File: config.mk
export PLATFORM = sky130hd
export DESIGN_NAME = fpau_issue_queue
export DESIGN_NICKNAME = d
export VERILOG_FILES = /design/src/rtl/fpau_issue_queue.sv
export SDC_FILE = /design/constraint.sdc
export NUM_CORES = 1
export LEC_CHECK = 0
export ABC_CLOCK_PERIOD_IN_PS = 5100
export CAP_MARGIN = 0
export CORE_MARGIN = 1
export CORE_UTILIZATION = 35
export DETAILED_ROUTE_END_ITERATION = 6
export PLACE_DENSITY = 0.6
export RECOVER_POWER = 50
export SETUP_SLACK_MARGIN = 0.15
export SYNTH_ARGS = -nofsm -noshare
export SYNTH_HDL_FRONTEND = slang
export SYNTH_SLANG_ARGS = --single-unit
File: constraint.sdc
create_clock -name clk -period 5.1 [get_ports clk]
set_clock_uncertainty 0.05 [all_clocks]
set_input_delay 0.765 -clock clk [delete_from_list [all_inputs] [get_ports clk]]
set_output_delay 0.765 -clock clk [all_outputs]
set_load 0.005 [all_outputs]
File: src/rtl/fpau_issue_queue.sv
// Issue and result register stages around the combinational fp add/sub datapath.
// Requests queue in a small circular FIFO. One request at a time sits in the issue
// register driving as_*, and the datapath sum is captured into the result register
// for a valid/ready handoff downstream.
module fpau_issue_queue #(
  parameter int DEPTH = 4,
  parameter int TAG_W = 4,
  parameter int CW    = $clog2(DEPTH + 1)
) (
  input  logic             clk,
  input  logic             rst,
  input  logic             flush,
  input  logic             in_valid,
  output logic             in_ready,
  input  logic [31:0]      in_A,
  input  logic [31:0]      in_B,
  input  logic             in_sub,
  input  logic [TAG_W-1:0] in_tag,
  output logic [31:0]      as_A,
  output logic [31:0]      as_B,
  output logic             as_sub_or_add,
  input  logic [31:0]      as_S,
  output logic             out_valid,
  input  logic             out_ready,
  output logic [31:0]      out_S,
  output logic [TAG_W-1:0] out_tag,
  output logic [CW-1:0]    count
);

  localparam int AW = $clog2(DEPTH);

  typedef struct packed {
    logic [31:0]      a;
    logic [31:0]      b;
    logic             sub;
    logic [TAG_W-1:0] tag;
  } req_t;

  req_t             mem [DEPTH];
  req_t             head;
  logic [AW-1:0]    wr_ptr;
  logic [AW-1:0]    rd_ptr;
  logic             iss_v;
  logic [TAG_W-1:0] iss_tag;
  logic             res_v;
  logic             nonempty;
  logic             push;
  logic             pop;
  logic             res_adv;
  logic             issue_adv;

  // in_ready ignores a same-cycle pop, so a full FIFO never sees push and pop together
  assign in_ready  = (count < CW'(DEPTH));
  assign nonempty  = (count != '0);
  assign push      = in_valid & in_ready;
  assign res_adv   = ~res_v | out_ready;
  assign issue_adv = ~iss_v | res_adv;
  assign pop       = nonempty & issue_adv;
  assign head      = mem[rd_ptr];
  assign out_valid = res_v;

  // FIFO storage; a push in a flush cycle is discarded
  always_ff @(posedge clk) begin
    if (push && !flush) begin
      mem[wr_ptr] <= '{a: in_A, b: in_B, sub: in_sub, tag: in_tag};
    end
  end

  // FIFO pointers and occupancy
  always_ff @(posedge clk or posedge rst) begin
    if (rst) begin
      wr_ptr <= '0;
      rd_ptr <= '0;
      count  <= '0;
    end else if (flush) begin
      wr_ptr <= '0;
      rd_ptr <= '0;
      count  <= '0;
    end else begin
      if (push) wr_ptr <= wr_ptr + AW'(1);
      if (pop)  rd_ptr <= rd_ptr + AW'(1);
      count <= count + CW'(push) - CW'(pop);
    end
  end

  // Issue register: loads the FIFO head whenever it can move, otherwise holds as_* steady
  always_ff @(posedge clk or posedge rst) begin
    if (rst) begin
      iss_v         <= 1'b0;
      as_A          <= '0;
      as_B          <= '0;
      as_sub_or_add <= 1'b0;
      iss_tag       <= '0;
    end else if (flush) begin
      iss_v <= 1'b0;
    end else if (issue_adv) begin
      iss_v <= nonempty;
      if (nonempty) begin
        as_A          <= head.a;
        as_B          <= head.b;
        as_sub_or_add <= head.sub;
        iss_tag       <= head.tag;
      end
    end
  end

  // Result register: captures the datapath output whenever the downstream slot is free
  always_ff @(posedge clk or posedge rst) begin
    if (rst) begin
      res_v   <= 1'b0;
      out_S   <= '0;
      out_tag <= '0;
    end else if (flush) begin
      res_v <= 1'b0;
    end else if (res_adv) begin
      res_v   <= iss_v;
      out_S   <= as_S;
      out_tag <= iss_tag;
    end
  end

endmodule

# Word-level counts from Yosys, hierarchy flattened
# Memories as Yosys holds them, arrays and structs flattened. A register that Yosys moved wholly into a read port is not among the register bits.
# Cells that the tools add are included.
[totals] n_memories=1 in_bits=106 word_cells=40 ram_bits=276 out_inout_bits=106 reg_bits=45
[mem_list] memory="mem" words=4 word_bits=69 read_ports=1 rd_clocked_by_memory_dff=1 write_ports=1 line_no="39" source="req_t mem [DEPTH];"
[classes] n_lt_le_gt_ge=1 add_sub_neg=4 n_mux=11 n_reduce_logical=9 bitwise=7
[op_table] operator="2-bit two-way mux" n=4
[op_table] operator="2-bit nonzero test" n=4
[op_table] operator="1-bit two-way mux" n=6
[op_table] operator="2-bit by 1-bit adder with 2-bit output (second input constant)" n=2
[op_table] operator="3-bit by 1-bit adder with 3-bit output" n=1
[op_table] operator="3-bit less-than comparator (second input constant)" n=1
[op_table] operator="3-bit two-way mux" n=1
[op_table] operator="1-bit inverter" n=3
[op_table] operator="3-bit AND reduction" n=1
[op_table] operator="3-bit nonzero test" n=1
[op_table] operator="3-bit by 1-bit subtractor with 3-bit output" n=1
[op_table] operator="1-bit bitwise AND" n=2
[op_table] operator="1-bit OR" n=2
[op_table] operator="2-bit AND reduction" n=1
[op_table] operator="1-bit logical AND" n=1
[op_table] operator="1-bit zero test" n=1

# Depth between registers and ports, before layout
[depth] depth_word=6 ltp_mapped=10 ltp_nobuf=9

# Least setup slack after synthesis
# OpenSTA, ideal clock, no wires.
[synth_timing] path_kind="input -> register" from="input port in_valid" to="memory mem[0][0] (netlist name), enable pin" setup_time_ns=0.435 t_required_ns=4.615 setup_slack_ns=1.760 arrival_time_ns=2.855 path_buffers=0 cell_stages=4 cell_sequence="nor2b_1 > inv_1 > nor2_1 > and2_1"
[synth_via] elab_chain_cells=4
[synth_lines] element="start: declaration" line_no="13" source="input logic in_valid,"
[synth_lines] element="1-bit bitwise AND" line_no="55" source="assign push = in_valid & in_ready;"
[synth_lines] element="1-bit logical AND" line_no="64" source="if (push && !flush) begin"
[synth_lines] element="1-bit two-way mux" line_no="64"
[synth_lines] element="1-bit two-way mux (implied by the code)" line_no="65" source="mem[wr_ptr] <= '{a: in_A, b: in_B, sub: in_sub, tag: in_tag};"
[synth_lines] element="end: declaration" line_no="39"
# Every way passes these cells.

==> run metrics <==
port bufs=211; leading cell type in the layout, fill and taps excluded=edfxtp_1; Sw Ratio=0.248; GPL Wtd Cong=0.708; reg2reg path depth=3; global-route wire length before repair=44.1 mm; Worst-path clk slew=60 ps; CP Launch Type=primary input; Layout Nets=991; initial antenna violation count=2; vias in the first global route=7209; share of the yosys chip area belonging to registers=0.775; cells after synthesis=roughly 640; routed vias/inst=4.70; Hold Worst Slack=between 400 and 500 ps; H-tree depth=2; Fin Setup TNS=0 ps; Psw=around 2300 uW; DRC errors left=0; Final WS setup=1930 ps; RR Endpoint=as_B[1]; area growth from synthesis to layout=28.3%; cell area after synthesis=14400 um2; Critical R2R Launch=rd_ptr[0]; Die X=205 um; Avg Cell Area, Syn=roughly 22 um2; max cap viols=1; Mapped Nets=roughly 750; Initial Util=0.358; # rows=73; I/O pins=212; ANT nets after route=0; Sink Count=390; Register-to-Register Setup Slack=2320 ps; relative slew slack=-0.268; Clk pwr share=0.310; Slew Viols, Final=33; CTS resizes=0; # setup viols final=0; post-route insts no fill=approximately 1400; most frequent cells in the layout=edfxtp_1 (276), dlygate4sd3_1 (119), dfrtp_1 (112), mux2_2 (96), clkdlybuf4s50_1 (92); Fill cells=roughly 3400; Yosys reg bits=between 300 and 400; peak supply drop=0.317 mV; Synth cell types=27; P per Cell Area=512 nW/um2; die outline height=205 um; Routed WL per cell=19.9 um; Die Area=roughly 42000 um2; Post CTS Setup Buffer Count=0; Routed WL=28.7 mm; Post-CTS Hold Buffers=0; Tcrit/Tclk final=0.623; Final Hold Fails=0; status=finished, violations left; Root Driver=clkbuf_16; worst skew pair latency=540 ps; Yosys warnings=0; Slew @ Worst Pin=~1900 ps; total CTS buffers=42; placed insts=1359; CTS tree=done; Overflow after GRT=0; crit path max fanout=between 80 and 90; worst path required time=5320 ps; part of the power in registers=0.453; Power Internal=7100 uW; Pleak=0.00636 uW; Total GRT Usage=0.141; Pwr Total=9440 uW; failing checks=capacitance limit, slew limit; CTS Buffer Depth=3; dpl hpwl=17.7 mm; min-delay src=as_A[28]; Fmax=315 MHz; vias=6753; Setup Crit Path Kind=primary input to async pin; Core Box Area=40100 um2; Crit. End Element=async pin; combinational group share of total power=0.237; DR pass1 iterations=4; path type of the worst min-delay path=register to register; fin crit period=roughly 3200 ps; RSZ-0062 raised after global routing=no; pre-CTS WS=1700 ps; layout cells sized above 1=0.271; Initial DRC Count=~380; worst path arrival time=3400 ps; worst hold path depth=1; Hold Path End=as_A[28]; pin count of the biggest net entering global routing=84
## power groups by stage
stage	combinational (uW)	sequential, uW	clock (uW)
6_report	2240	4270	2930
5_1_grt	2430	4360	3130
4_1_cts	2360	4310	3010
3_5_place_dp	2350	4370	0
3_3_place_gp	2330	4360	0
2_1_floorplan	1370	4190	0
## state kept, by name, indices dropped and copies added (netlist names)
register,count
mem,276
out_tag,4
out_S,32
wr_ptr,2
as_sub_or_add,1
as_B,32
iss_v,1
count,3
rd_ptr,2
out_valid,1
iss_tag,4
as_A,32
## logic make-up (layout without fill, tap and decap cells)
group                    count (synthesis)  after routing  share of synthesized area
AO/OA/AOI/OAI                            6              6                    0.00226
adder cells (fa/ha/maj)                  7              7                    0.00662
flip-flops                             390            390                      0.775
AND/OR/NAND/NOR                         23             23                    0.00993
XOR/XNOR                                 3              3                    0.00183
multiplexers                           174            174                      0.191
other                                    0              3                          0
buffers and inverters                   36            307                     0.0131
## per-layer routing
metal,up-vias,global-route usage,share of wire
met5,-,0,0
met4,0,0.0405,0.020
met3,47,0.0317,0.068
met2,219,0.227,0.48
met1,3442,0.190,0.43
li1,3045,-,-
## cell usage after synthesis
| master | count | area share |
|---|---|---|
| and2_1 | 4 | 0.0017 |
| fa_1 | 1 | 0.0014 |
| xor2_1 | 1 | 0.00061 |
| inv_1 | 8 | 0.0021 |
| o21ai_0 | 1 | 0.00035 |
| xnor2_1 | 2 | 0.0012 |
| and3b_1 | 1 | 0.00061 |
| mux2_4 | 2 | 0.0021 |
| buf_6 | 2 | 0.0016 |
| buf_2 | 10 | 0.0035 |
| o31ai_1 | 1 | 0.00052 |
| buf_4 | 7 | 0.0037 |
| mux2_1 | 7 | 0.0055 |
| nand2_1 | 3 | 0.00078 |
| dfrtp_1 | 114 | 0.20 |
| or3_1 | 1 | 0.00044 |
| nor3_4 | 2 | 0.0023 |
| edfxtp_1 | 276 | 0.58 |
| or4_1 | 1 | 0.00052 |
| nor2_1 | 7 | 0.0018 |
| clkbuf_1 | 9 | 0.0024 |
| mux2_2 | 96 | 0.075 |
| ha_1 | 6 | 0.0052 |
| a21oi_1 | 4 | 0.0014 |
| nor2_2 | 1 | 0.00044 |
| mux4_2 | 69 | 0.11 |
| nor2b_1 | 3 | 0.0013 |
## cell type report
cell class / count / area [um2] / share of cell area
antenna: 3 / 7.51 / 0.000407
sequential: 390 / 11100 / 0.605
multi-input combinational: 213 / 3060 / 0.166
inverter: 8 / 35.0 / 0.00190
clock buffer: 62 / 1180 / 0.0638
clock inverter: 14 / 160 / 0.00869
timing repair buffer: 223 / 2200 / 0.119
tap: 525 / 657 / 0.0356
## critical path: stages
cell	delay (ps)
dlygate4sd3_1	590
inv_6	550
clkbuf_1	1430
## per-stage QoR
stage / area, um2 / utilization
3_3_place_gp: 17100 / 0.426
6_report: 18400 / 0.460
3_5_place_dp: 17100 / 0.426
5_1_grt: 18400 / 0.460
2_1_floorplan: 14400 / -
4_1_cts: 18400 / 0.460
## worst max-delay path by stage
stage	start	to	slack [ps]	depth (start not counted)
CTS	rd_ptr[0]	iss_tag[2]	2190	3
global route	rst	as_A[6]	1380	3
detailed placement	in_valid	mem[2][3]	1700	6
floorplan	rst	as_A[0]	1270	1
finish	rst	as_A[6]	1930	3
global placement	in_valid	mem[2][3]	1740	6
Note: power is estimated with default switching activity, not from simulation.
